**src/rtl/mux4_rr_feeder_pkg.sv**
```systemverilog
// ---------------------------------------------------------------------------
// mux4_pkg
// Shared constants and types for the mux4_rr_feeder slice: channel count,
// channel-index type, output-slot state and grant-counter width.
// ---------------------------------------------------------------------------
package mux4_pkg;

    localparam int N_CH  = 4;
    localparam int SEL_W = 2;
    localparam int CNT_W = 16;

    typedef logic [SEL_W-1:0] sel_t;

    // Output slot occupancy: EMPTY -> out_valid=0, FULL -> out_valid=1.
    typedef enum logic {
        EMPTY = 1'b0,
        FULL  = 1'b1
    } state_t;

endpackage

```
**src/rtl/mux4_rr_feeder_if.sv**
```systemverilog
// ---------------------------------------------------------------------------
// mux4_rr_feeder_if
// Bundles the four request/data channels and the downstream valid/ready
// handshake of mux4_rr_feeder.
//   master : feeder side (drives gnt, out_data, sel, out_valid)
//   slave  : environment side (drives req, a..d, out_ready)
// ---------------------------------------------------------------------------
interface mux4_rr_feeder_if #(
    parameter int WIDTH = 4
);
    import mux4_pkg::*;

    logic [N_CH-1:0]  req;
    logic [WIDTH-1:0] a;
    logic [WIDTH-1:0] b;
    logic [WIDTH-1:0] c;
    logic [WIDTH-1:0] d;
    logic [N_CH-1:0]  gnt;
    logic [WIDTH-1:0] out_data;
    sel_t             sel;
    logic             out_valid;
    logic             out_ready;

    modport master (
        input  req, a, b, c, d, out_ready,
        output gnt, out_data, sel, out_valid
    );

    modport slave (
        output req, a, b, c, d, out_ready,
        input  gnt, out_data, sel, out_valid
    );

endinterface

```
**src/rtl/mux4_rr_feeder_rr_pick4.sv**
```systemverilog
// ---------------------------------------------------------------------------
// rr_pick4
// Combinational rotate-priority picker. The search starts at last_ptr+1
// (mod 4) and wraps; the first set request bit wins.
//   req[3:0]      : request vector
//   last_ptr[1:0] : index of the previous winner
//   any           : at least one request set
//   idx[1:0]      : winning index (0 when no request)
//   onehot[3:0]   : one-hot of idx, all-zero when no request
// ---------------------------------------------------------------------------
module rr_pick4
    import mux4_pkg::*;
(
    input  logic [N_CH-1:0] req,
    input  sel_t            last_ptr,
    output logic            any,
    output sel_t            idx,
    output logic [N_CH-1:0] onehot
);

    sel_t w_cand;
    logic w_found;

    // NOTE: every variable written here gets a default first, so no path
    // leaves it unassigned and no latch is inferred.
    always_comb begin
        any     = |req;
        idx     = '0;
        onehot  = '0;
        w_cand  = '0;
        w_found = 1'b0;
        // Offset N_CH wraps back to last_ptr itself, so it is tried last.
        for (int i = 1; i <= N_CH; i++) begin
            w_cand = last_ptr + sel_t'(i);
            if (!w_found && req[w_cand]) begin
                w_found = 1'b1;
                idx     = w_cand;
            end
        end
        if (any) begin
            onehot[idx] = 1'b1;
        end
    end

endmodule

```
**src/rtl/mux4_rr_feeder.sv**
```systemverilog
// ---------------------------------------------------------------------------
// mux4_rr_feeder
// Upstream stage of the 4:1 mux datapath. Arbitrates channels a..d
// round-robin, registers the winning word together with its channel index,
// and offers it downstream through valid/ready at one word per cycle.
//   clk      : rising-edge clock
//   rstn     : asynchronous active-low reset
//   bus      : mux4_rr_feeder_if.master (req, a..d, gnt, out_data, sel,
//              out_valid, out_ready)
// Optional (macro MUX4_RR_GNT_CNT_EN):
//   cnt_clr  : synchronous clear of all grant counters (wins over increment)
//   gnt_cnt  : four saturating 16-bit grant counters, channel i at
//              bits [16*i+15:16*i]
// ---------------------------------------------------------------------------
module mux4_rr_feeder
    import mux4_pkg::*;
#(
    parameter int   WIDTH   = 4,
    parameter sel_t PTR_RST = 2'b11
)(
    input  logic                   clk,
    input  logic                   rstn,
`ifdef MUX4_RR_GNT_CNT_EN
    input  logic                   cnt_clr,
    output logic [N_CH*CNT_W-1:0]  gnt_cnt,
`endif
    mux4_rr_feeder_if.master       bus
);

    state_t           r_state;
    logic [WIDTH-1:0] r_data;
    sel_t             r_sel;
    sel_t             r_ptr;

    logic             w_any;
    sel_t             w_idx;
    logic [N_CH-1:0]  w_onehot;
    logic             w_slot_free;
    logic             w_load;
    logic [N_CH-1:0]  w_gnt;
    logic [WIDTH-1:0] w_word;

    rr_pick4 u_pick (
        .req      (bus.req),
        .last_ptr (r_ptr),
        .any      (w_any),
        .idx      (w_idx),
        .onehot   (w_onehot)
    );

    // In EMPTY the slot is free regardless of out_ready, so gnt has no
    // dependence on out_ready there.
    assign w_slot_free = (r_state == EMPTY) || bus.out_ready;
    assign w_load      = w_slot_free && w_any;
    assign w_gnt       = w_load ? w_onehot : '0;

    always_comb begin
        w_word = '0;
        case (w_idx)
            2'd0:    w_word = bus.a;
            2'd1:    w_word = bus.b;
            2'd2:    w_word = bus.c;
            default: w_word = bus.d;
        endcase
    end

    // NOTE: sequential state uses non-blocking assignments so every register
    // samples the pre-edge values regardless of statement order.
    always_ff @(posedge clk or negedge rstn) begin
        if (!rstn) begin
            r_state <= EMPTY;
            r_data  <= '0;
            r_sel   <= '0;
            r_ptr   <= PTR_RST;
        end else if (w_load) begin
            r_state <= FULL;
            r_data  <= w_word;
            r_sel   <= w_idx;
            r_ptr   <= w_idx;
        end else if (r_state == FULL && bus.out_ready) begin
            // Drained with nothing to replace it; data and sel keep their value.
            r_state <= EMPTY;
        end
    end

    assign bus.gnt       = w_gnt;
    assign bus.out_data  = r_data;
    assign bus.sel       = r_sel;
    assign bus.out_valid = (r_state == FULL);

`ifdef MUX4_RR_GNT_CNT_EN
    for (genvar i = 0; i < N_CH; i++) begin : g_cnt
        logic [CNT_W-1:0] r_cnt;

        always_ff @(posedge clk or negedge rstn) begin
            if (!rstn) begin
                r_cnt <= '0;
            end else if (cnt_clr) begin
                r_cnt <= '0;
            end else if (w_gnt[i] && (r_cnt != '1)) begin
                r_cnt <= r_cnt + 1'b1;
            end
        end

        assign gnt_cnt[i*CNT_W +: CNT_W] = r_cnt;
    end
`endif

endmodule
```
**src/flat_wrapper.sv**
```systemverilog
// flat-port wrapper written by rule: the top's interface ports become plain ports
module mux4_rr_feeder_flat import mux4_pkg::*;
#(
    parameter int   WIDTH   = 4,
    parameter sel_t PTR_RST = 2'b11
)
  (clk, rstn, bus_req, bus_a, bus_b, bus_c, bus_d, bus_out_ready, bus_gnt, bus_out_data, bus_sel, bus_out_valid);
  mux4_rr_feeder_if #(.WIDTH(WIDTH)) bus_i ();
  input  logic clk;
  input  logic rstn;
  input wire logic [$bits(bus_i.req)-1:0] bus_req;
  input wire logic [$bits(bus_i.a)-1:0] bus_a;
  input wire logic [$bits(bus_i.b)-1:0] bus_b;
  input wire logic [$bits(bus_i.c)-1:0] bus_c;
  input wire logic [$bits(bus_i.d)-1:0] bus_d;
  input wire logic [$bits(bus_i.out_ready)-1:0] bus_out_ready;
  output wire logic [$bits(bus_i.gnt)-1:0] bus_gnt;
  output wire logic [$bits(bus_i.out_data)-1:0] bus_out_data;
  output wire logic [$bits(bus_i.sel)-1:0] bus_sel;
  output wire logic [$bits(bus_i.out_valid)-1:0] bus_out_valid;
  assign bus_i.req = bus_req;
  assign bus_i.a = bus_a;
  assign bus_i.b = bus_b;
  assign bus_i.c = bus_c;
  assign bus_i.d = bus_d;
  assign bus_i.out_ready = bus_out_ready;
  assign bus_gnt = bus_i.gnt;
  assign bus_out_data = bus_i.out_data;
  assign bus_sel = bus_i.sel;
  assign bus_out_valid = bus_i.out_valid;
  mux4_rr_feeder #(.WIDTH(WIDTH), .PTR_RST(PTR_RST)) u_core (.clk(clk), .rstn(rstn), .bus(bus_i));
endmodule
```
**config.mk**
```make
export PLATFORM = sky130hd
export DESIGN_NAME = mux4_rr_feeder_flat
export DESIGN_NICKNAME = d
export VERILOG_FILES = /design/src/rtl/mux4_rr_feeder_pkg.sv /design/src/rtl/mux4_rr_feeder_if.sv /design/src/rtl/mux4_rr_feeder_rr_pick4.sv /design/src/rtl/mux4_rr_feeder.sv /design/src/flat_wrapper.sv
export SDC_FILE = /design/constraint.sdc
export NUM_CORES = 1
export LEC_CHECK = 0
export BUFFER_PORTS_ARGS = -buffer_cell sky130_fd_sc_hd__buf_4
export CORE_MARGIN = 1
export CORE_UTILIZATION = 47
export DETAILED_ROUTE_END_ITERATION = 12
export PLACE_DENSITY_LB_ADDON = 0.12
export SLEW_MARGIN = 30
export SYNTH_ARGS = -nofsm -noshare
export SYNTH_HDL_FRONTEND = slang
export SYNTH_HIERARCHICAL = 1
export SYNTH_SLANG_ARGS = --single-unit
export TNS_END_PERCENT = 10
```
**constraint.sdc**
```tcl
create_clock -name clk -period 6.5 [get_ports clk]
set_input_delay 0.325 -clock clk [delete_from_list [all_inputs] [get_ports clk]]
set_output_delay 0.325 -clock clk [all_outputs]
set_load 0.02 [all_outputs]
```
==> impl_metrics.tcl, run 1 <==
set metrics [dict create \
    cts-buffers-inserted 3 \
    dieArea_um2 1618 \
    p_leak_nw 0.4784 \
    clock_latency_ns 0.26 \
    cp_data_required_time_ns 6.64 \
    synthesis.area_um2 686.9 \
    hp-class "primary input to asynchronous set/reset pin" \
    clkPwrFrac_pct 15.8 \
    rsz0062_at_grt "no" \
    setup_viol 0 \
    core-area_um2 1334 \
    ir_worst_vdd_mv 0.2088 \
    n_antenna_cell 0 \
    arrival_ns 2.42 \
    hold_viol 0 \
    synth.net_count 86 \
    critPathLaunchType "register" \
    cts.reportedPaths.clkPinSlew_ns 0.06 \
    clock_sinks 9 \
    drt-total-wl_um 1472 \
    drt-initial-drc-count 9 \
    post-route-util_pct 71.20 \
    ant_nets 0 \
    start_util_pct 51.50 \
    dp.final_hpwl_um 1100 \
    clk_path_buf_depth 2 \
    remaining_drc_errors 0 \
    fin_skew_ns 0.004256 \
    io_pins 34 \
    cpMaxStageDelayCell "dfstp_2" \
    period_needed_ns 2.277 \
    die_height_um 40.23 \
    p_sw_share_pct 35.52 \
    port_buffers 33 \
    fp.dieW_um 40.23 \
    critPathMaxFanout 14 \
    grt_usage_pct 20.91 \
    drive_above_1_share_pct 47.42 \
    drv_cap 0 \
    nets 121 \
    intPower_mw 0.1738 \
    synth_seq_area_share_pct 33.15 \
    post-cts-setup-buffers 0 \
    path_class "register to register" \
    viasPerCell 5.589 \
    grt_pass1_vias 505 \
    seq_power_share_pct 35.8 \
    wl_per_cell_um 13.14 \
    root_buffer "clkbuf_4" \
    ys.warnings.count 6 \
    reg2reg_setup_slack_ns 4.22 \
    cp_cell_sequence "a21oi_1, o221ai_1, mux4_1, mux2_2" \
    htree_levels 1 \
    setup_tns_ns 0 \
    drt-pass1-iter-count 4 \
    power.density_nw_per_um2 283.8 \
    crit_family "multiplexers" \
    gp_congestion 0.6731 \
    placementRows 13 \
    nFillCells 115 \
    vias 626 \
    grt_pass1_wl_um 2132 \
    finalMaxSlewViolations 0 \
    period_share_pct 35.03 \
    p_sw_mw 0.09574 \
    avgSynthCellArea_um2 10.90 \
    pwr-share-comb_pct 48.4 \
    cp_num_buf_inv 0 \
    maxSlewHeadroom_pct 45.36 \
    ys_ff_latch 9 \
    antenna_found_initial 0 \
    gr-total-overflow 0 \
    synth_cells 63 \
    cts_tree "yes" \
    syn_to_final_growth_pct 38.25 \
    slowest_delay_ns 0.65 \
    fmax_ghz 0.4392 \
    grt_max_degree 15 \
    cp-end-kind "register" \
    status "completed" \
    worst_pin_slew_ns 0.8147 \
    ys_types 29 \
]
layer usage:
| metal | track usage, % | wire [µm] |
|---|---|---|
| met1 | 24.22 | 597 |
| met2 | 34.68 | 769 |
| met3 | 10.00 | 105 |
| met4 | 5.000 | 0 |
| met5 | 0 | 0 |
cells by family (layout without fill, tap and decap cells):
family | Yosys count | in the layout | share of synthesized area [%]
AO/OA/AOI/OAI | 19 | 19 | 19.67
buffers and inverters | 6 | 40 | 6.921
flip-flops | 9 | 9 | 33.15
multiplexers | 10 | 10 | 25.14
AND/OR/NAND/NOR | 19 | 19 | 15.12
power groups by stage:
| stage | clock, mW | combinational, mW | sequential [mW] |
|---|---|---|---|
| 3_5_place_dp | 0 | 0.131 | 0.0973 |
| 2_1_floorplan | 0 | 0.0778 | 0.105 |
| 6_report | 0.0426 | 0.130 | 0.0965 |
| 4_1_cts | 0.0447 | 0.132 | 0.0965 |
| 5_1_grt | 0.0493 | 0.139 | 0.100 |
| 3_3_place_gp | 0 | 0.128 | 0.0963 |
registers in the layout, indices dropped and copies added, names as in the netlist:
register / count
u_core/bus.out_data: 4
u_core/bus.out_valid: 1
u_core/r_ptr: 2
u_core/bus.sel: 2
final timing paths:
path,startpoint,end,cells after the start
max,u_core/r_ptr[1]$_DFFE_PN1P_,u_core/bus.out_data[0]$_DFFE_PN0P_,4
min,rstn,u_core/bus.out_data[3]$_DFFE_PN0P_,2
max reg2reg,u_core/r_ptr[1]$_DFFE_PN1P_,u_core/bus.out_data[0]$_DFFE_PN0P_,4
min reg2reg,u_core/bus.sel[0]$_DFFE_PN0P_,u_core/bus.sel[0]$_DFFE_PN0P_,1
max in group asynchronous,rstn,u_core/r_ptr[1]$_DFFE_PN1P_,2
min in group clk,bus_out_ready,u_core/bus.out_valid$_DFFE_PN0P_,3
cell type report:
| class | instances | area (µm²) | share of cell area, % |
|---|---|---|---|
| timing repair buffer | 34 | 257.7 | 27.14 |
| tap | 15 | 18.77 | 1.976 |
| inverter | 2 | 7.507 | 0.7905 |
| sequential | 9 | 227.7 | 23.98 |
| clock buffer | 4 | 26.28 | 2.767 |
| multi-input combinational | 48 | 411.6 | 43.35 |
what timing repair did:
item	4_1_cts	5_1_grt
gates resized for setup	0	0
hold buffers	1	0
endpoints found under the hold margin	7	0
synthesized netlist by cell type (all sizes together):
cell type	count	area, µm²
and2	1	7.510
o211a	1	10.01
nand2	4	15.01
and2b	2	15.01
a211oi	2	15.01
a21boi	1	7.510
o21bai	2	15.01
and3	5	32.53
a21oi	3	15.01
o22ai	1	6.260
buf	3	26.27
o221ai	1	8.760
o221a	1	11.26
inv	2	7.510
dfstp	2	52.55
o21a	1	7.510
nor2	4	15.01
mux4	4	105.1
dfrtp	7	175.2
a21o	2	15.01
mux2	6	67.56
a2bb2oi	1	8.760
o21ai	3	15.01
nor2b	1	6.260
clkbuf	1	13.76
nand2b	2	12.51
cell usage in the layout (no fill, tap or decap):
master,n
and3_2,1
and3_1,4
a211oi_1,2
o221a_1,1
a21o_1,2
buf_4,33
o211a_1,1
clkbuf_4,3
dfstp_2,2
o21ai_1,2
o22ai_1,1
o221ai_1,1
a2bb2oi_1,1
nand2_1,4
inv_1,2
and2b_1,2
o21bai_1,2
mux4_1,4
a21oi_1,3
a21boi_0,1
o21ai_0,1
dlygate4sd3_1,1
mux2_2,6
dfrtp_1,7
nand2b_1,2
nor2b_1,1
and2_2,1
clkbuf_1,1
nor2_1,4
o21a_1,1
metrics by stage:
step / worst slack [ns] / std cells / area [µm²] / hold WS [ns] / power, mW
2_1_floorplan: 4.417 / 63 / 686.9 / 0.02941 / 0.1829
3_3_place_gp: 4.277 / 107 / 913.4 / 0.1523 / 0.2244
3_5_place_dp: 4.224 / 107 / 913.4 / 0.1530 / 0.2279
4_1_cts: 4.215 / 112 / 949.7 / 0.4151 / 0.2729
5_1_grt: 4.120 / 112 / 949.7 / 0.4235 / 0.2888
6_report: 4.223 / 112 / 949.7 / 0.4293 / 0.2695
No activity file was read; power rests on OpenSTA's default activity.
==> run 2, diff against run 1 <==
--- a/config.mk
+++ b/config.mk
@@ -7,7 +7,7 @@
 export LEC_CHECK = 0
 export BUFFER_PORTS_ARGS = -buffer_cell sky130_fd_sc_hd__buf_4
 export CORE_MARGIN = 1
-export CORE_UTILIZATION = 47
+export CORE_UTILIZATION = 40
 export DETAILED_ROUTE_END_ITERATION = 12
 export PLACE_DENSITY_LB_ADDON = 0.12
 export SLEW_MARGIN = 30
==> constraint.sdc (replaced) <==
create_clock -name clk -period 1.8 [get_ports clk]
set_input_delay 0.09 -clock clk [delete_from_list [all_inputs] [get_ports clk]]
set_output_delay 0.09 -clock clk [all_outputs]
set_load 0.02 [all_outputs]
==> run 2 against run 1 <==
The flow now finishes with violations (DRC, setup timing); clock power increased to 3.6 times the previous value; sequential share of layout area decreased by 1.5 points; sequential power rose to 3.5 times the previous value; count of clock-buffer cells in the layout unchanged; total power rose to 4.0 times the previous value; hold slack worse by 0.25 ns; critical path depth rose by 1; clock skew shrank 0.00084 ns; register-to-register slack got worse by 4.4 ns; critical path type unchanged; largest cell class unchanged.
==> impl_metrics.tcl, run 2 (synthesis results as in run 1) <==
set metrics [dict create \
    p_leak_nw 0.4924 \
    p_sw_share_pct 36.10 \
    root_buffer "clkbuf_4" \
    port_buffers 33 \
    wl_per_cell_um 13.46 \
    remaining_drc_errors 2 \
    hp-class "primary input to asynchronous set/reset pin" \
    cts_tree "yes" \
    start_util_pct 44.06 \
    setup_tns_ns -0.7730 \
    p_total_mw 1.087 \
    htree_levels 1 \
    critPathMaxFanout 6 \
    ant_nets 0 \
    drv_cap 0 \
    grt_usage_pct 19.39 \
    dp_cells 112 \
    gp_congestion 0.7434 \
    grt_pass1_vias 631 \
    status "finished, violations left" \
    met2_usage_pct 32.42 \
    die_height_um 43.44 \
    placementRows 14 \
    power.density_nw_per_um2 1075 \
    cp-startpoint "u_core/r_ptr[1]$_DFFE_PN1P_" \
    io_pins 34 \
    pwr-share-comb_pct 55.1 \
    r2r-end "u_core/bus.out_data[2]$_DFFE_PN0P_" \
    drt-initial-drc-count 15 \
    cts.reportedPaths.clkPinSlew_ns 0.06 \
    timing.rr.start "u_core/r_ptr[1]$_DFFE_PN1P_" \
    path_class "register to register" \
    period_share_pct 110.6 \
    rsz0062_at_grt "yes" \
    fin_skew_ns 0.003416 \
    dieArea_um2 1887 \
    layout_common_cells "buf_4 (38), dfrtp_1 (7), mux2_2 (6)" \
    clk_path_buf_depth 2 \
    stdcell_count 118 \
    clkPwrFrac_pct 14.3 \
    maxSlewHeadroom_pct 77.47 \
    place_ws_ns -0.2253 \
    violations "DRC, setup timing" \
    grt_pass1_wl_um 2684 \
    grt_busiest_layer "met2" \
    antenna_found_initial 0 \
    drt-total-wl_um 1588 \
    largest_reg_flops 4 \
    ir_worst_vdd_mv 0.7414 \
    holdWs_ns 0.1819 \
    viasPerCell 5.483 \
    nFillCells 127 \
    cp_data_required_time_ns 1.95 \
    vias 647 \
    met1_usage_pct 22.93 \
    hold_viol 0 \
    finalMaxSlewViolations 0 \
    grt_max_degree 11 \
    clock_sinks 9 \
    post_cts_resize_count 0 \
    cp-end-kind "register" \
    worst_pin_slew_ns 0.3379 \
    seq_power_share_pct 30.6 \
    gr-total-overflow 0 \
    n_antenna_cell 0 \
    arrival_ns 2.14 \
    fmax_ghz 0.5024 \
    p_sw_mw 0.3923 \
    rr_worst_depth 5 \
    critPathLaunchType "register" \
    fp.dieW_um 43.44 \
    final_common_cell "buf_4" \
    setup_viol 5 \
    core-area_um2 1559 \
    drive_above_1_share_pct 57.84 \
    cts-buffers-inserted 3 \
    reg2reg_setup_slack_ns -0.19 \
    intPower_mw 0.6943 \
    dp.final_hpwl_um 1227 \
    syn_to_final_growth_pct 47.18 \
    drt-pass1-iter-count 8 \
    clock_latency_ns 0.26 \
    worst_slack_ns -0.1905 \
    period_needed_ns 1.991 \
    nets 126 \
    use_met3_pct 7.917 \
]
run 2: critical path, cell delays in order, from the launching register on:
cell and delay (ns):
dfstp_2 0.59, and2b_1 0.23, a21oi_4 0.14, o221ai_4 0.18, mux4_2 0.47, mux2_2 0.27
run 2: stage by stage:
step	utilization [%]	instance area [µm²]
3_5_place_dp	62.04	967.2
3_3_place_gp	62.04	967.2
6_report	64.85	1011
4_1_cts	64.37	1003
5_1_grt	64.85	1011
2_1_floorplan	-	713.2
run 2: routing by layer:
layer	part of all wire (%)	vias up	routed length, µm
met5	0	-	0
met2	49	25	780
li1	-	315	-
met3	5.7	0	90
met1	45	307	717
met4	0	0	0
run 2: area by class of cell:
type                    instances  area [µm²]  share of cell area (%)
well taps                      16       20.02                   1.980
clock buffers                   4       26.28                   2.599
flip-flops and latches          9       227.7                   22.52
repair buffers                 39       295.3                   29.21
multi-input cells              48       434.2                   42.95
inverters                       2       7.507                  0.7426
run 2: timing repair:
item	4_1_cts	5_1_grt
endpoints found under the setup margin	5	7
hold buffers	1	0
buffers inserted	0	1
endpoints found under the hold margin	9	0
pin swaps	1	0
run 2: power by group through the flow:
stage / logic [mW] / registers [mW] / clock network, mW
after floorplan: 0.336 / 0.381 / 0
after global placement: 0.574 / 0.334 / 0
final: 0.598 / 0.333 / 0.155
after detailed placement: 0.588 / 0.337 / 0
after global routing: 0.644 / 0.345 / 0.175
after CTS: 0.589 / 0.335 / 0.164
run 2: how the worst max path moves through the flow:
stage,to
finish,u_core/bus.out_data[2]$_DFFE_PN0P_
global route,u_core/bus.out_data[3]$_DFFE_PN0P_
CTS,u_core/bus.out_data[2]$_DFFE_PN0P_
detailed placement,u_core/bus.out_data[2]$_DFFE_PN0P_
global placement,u_core/bus.out_data[2]$_DFFE_PN0P_
floorplan,u_core/bus.out_data[0]$_DFFE_PN0P_
==> run 3, diff against run 2 <==
--- a/config.mk
+++ b/config.mk
@@ -6,8 +6,10 @@
 export NUM_CORES = 1
 export LEC_CHECK = 0
 export BUFFER_PORTS_ARGS = -buffer_cell sky130_fd_sc_hd__buf_4
+export CELL_PAD_IN_SITES_DETAIL_PLACEMENT = 2
+export CELL_PAD_IN_SITES_GLOBAL_PLACEMENT = 2
 export CORE_MARGIN = 1
-export CORE_UTILIZATION = 40
+export CORE_UTILIZATION = 23
 export DETAILED_ROUTE_END_ITERATION = 12
 export PLACE_DENSITY_LB_ADDON = 0.12
 export SLEW_MARGIN = 30
==> run 3 against run 2 <==
The flow finishes with violations (setup timing); sequential cell count did not move; combinational power about the same; global-route usage decreased by 6.0 points; count of clock-buffer cells in the layout unchanged; clock skew up 0.0024 ns; die area increased by 70%; sequential share of layout area fell by 0.62 points; setup slack improved by 0.016 ns; critical endpoint is now u_core/bus.out_data[3]$_DFFE_PN0P_.
==> impl_metrics.tcl, run 3 (synthesis results as in run 1) <==
set metrics [dict create \
    grt_pass1_wl_um 3332 \
    p_total_mw 1.084 \
    critPathMaxFanout 5 \
    cp_num_buf_inv 0 \
    placed_area_um2 993.5 \
    io_pins 34 \
    root_buffer "clkbuf_4" \
    antenna_found_initial 0 \
    clock_sinks 9 \
    hold_viol 0 \
    start_util_pct 24.70 \
    cp-end-kind "register" \
    layout_common_cells "buf_4 (39), dfrtp_1 (7), mux2_2 (6)" \
    ant_nets 0 \
    wl_per_cell_um 14.22 \
    period_needed_ns 1.975 \
    cpMaxStageDelayCell "dfstp_2" \
    die_height_um 56.65 \
    drt-pass1-iter-count 2 \
    clk_path_buf_depth 2 \
    ir_worst_vdd_mv 0.4490 \
    dp.final_hpwl_um 1540 \
    syn_to_final_growth_pct 51.37 \
    arrival_ns 2.12 \
    drive_above_1_share_pct 59.22 \
    period_share_pct 109.7 \
    largest_reg_flops 4 \
    fmax_ghz 0.5064 \
    maxSlewHeadroom_pct 77.66 \
    dieArea_um2 3209 \
    drv_cap 0 \
    rsz0062_at_grt "yes" \
    fin_skew_ns 0.005861 \
    use_met3_pct 4.147 \
    path_class "register to register" \
    slowest_delay_ns 0.59 \
    grt_max_degree 11 \
    power.density_nw_per_um2 1043 \
    worst_slack_ns -0.1747 \
    fp.dieW_um 56.65 \
    worst_pin_slew_ns 0.3351 \
    crit_family "multiplexers" \
    setup_viol 5 \
    grt_pass1_vias 742 \
    final_common_cell "buf_4" \
    core-area_um2 2781 \
    grt_usage_pct 13.42 \
    critPathLaunchType "register" \
    nFillCells 314 \
    stdcell_count 134 \
    met1_usage_pct 16.57 \
    cp_cell_sequence "and2b_1, a21oi_4, o221ai_4, mux4_2, mux2_2" \
    hp-class "primary input to asynchronous set/reset pin" \
    remaining_drc_errors 0 \
    gr-total-overflow 0 \
    vias 666 \
    cp_data_required_time_ns 1.94 \
    met2_usage_pct 22.18 \
    n_antenna_cell 0 \
    cts_tree "yes" \
    drt-initial-drc-count 6 \
    p_leak_nw 0.4980 \
    viasPerCell 4.970 \
    violations "setup timing" \
    status "finished, violations left" \
    cts.reportedPaths.clkPinSlew_ns 0.06 \
    grt_busiest_layer "met2" \
    nets 127 \
    setup_tns_ns -0.7059 \
    drt-total-wl_um 1906 \
    port_buffers 33 \
    design_area_um2 1040 \
    finalMaxSlewViolations 0 \
    cts-buffers-inserted 3 \
    post-route-util_pct 37.38 \
    clock_latency_ns 0.26 \
    placementRows 19 \
    htree_levels 1 \
    dp_cells 128 \
    gp_congestion 0.6919 \
]
## run 3: changes by cell type in the layout (fill, tap and decap cells not counted), sizes merged
| cell | delta |
|---|---|
| buf | +1 |
## run 3: where the power goes
part | switching (mW) | internal [mW]
Combinational | 0.274 | 0.324
Sequential | 0.0538 | 0.279
Clock | 0.0671 | 0.0852
## run 3: final timing paths
check | slack, ns | from | cells after the start | end
min in group clk | 0.25 | bus_out_ready | 3 | u_core/bus.out_valid$_DFFE_PN0P_
max | -0.17 | u_core/r_ptr[1]$_DFFE_PN1P_ | 5 | u_core/bus.out_data[3]$_DFFE_PN0P_
min | 0.19 | rstn | 2 | u_core/bus.out_data[1]$_DFFE_PN0P_
min reg2reg | 0.49 | u_core/bus.sel[0]$_DFFE_PN0P_ | 1 | u_core/bus.sel[0]$_DFFE_PN0P_
max reg2reg | -0.17 | u_core/r_ptr[1]$_DFFE_PN1P_ | 5 | u_core/bus.out_data[3]$_DFFE_PN0P_
max in group asynchronous | 1.39 | rstn | 2 | u_core/r_ptr[0]$_DFFE_PN1P_
## run 3: repair_timing
item / in CTS / in global routing
hold buffers: 1 / 0
setup endpoints to repair: 6 / 7
pin swaps: 1 / 0
gates resized for setup: 1 / 1
setup buffers: 1 / 0
hold endpoints to repair: 9 / 0
## run 3: final cells by class
class / count / area [µm²] / area share, %
Multi-Input combinational cell: 48 / 436.7 / 42.00
Timing Repair Buffer: 40 / 302.8 / 29.12
Sequential cell: 9 / 227.7 / 21.90
Tap cell: 31 / 38.79 / 3.730
Clock buffer: 4 / 26.28 / 2.527
Inverter: 2 / 7.507 / 0.7220
## run 3: stage by stage
| stage | hold WS [ns] | worst slack, ns |
|---|---|---|
| after floorplan | -0.2056 | -0.1103 |
| after global placement | -0.07835 | -0.1716 |
| after detailed placement | -0.07625 | -0.2126 |
| after CTS | 0.1818 | -0.1909 |
| after global routing | 0.1965 | -0.2710 |
| final | 0.1874 | -0.1747 |
## run 3: layer usage
metal / share of wire (%) / routed length (µm) / up-vias
met5: 0 / 0 / -
met4: 1.0 / 19 / 0
met3: 4.9 / 94 / 2
met2: 49 / 937 / 20
met1: 45 / 855 / 327
li1: - / - / 317
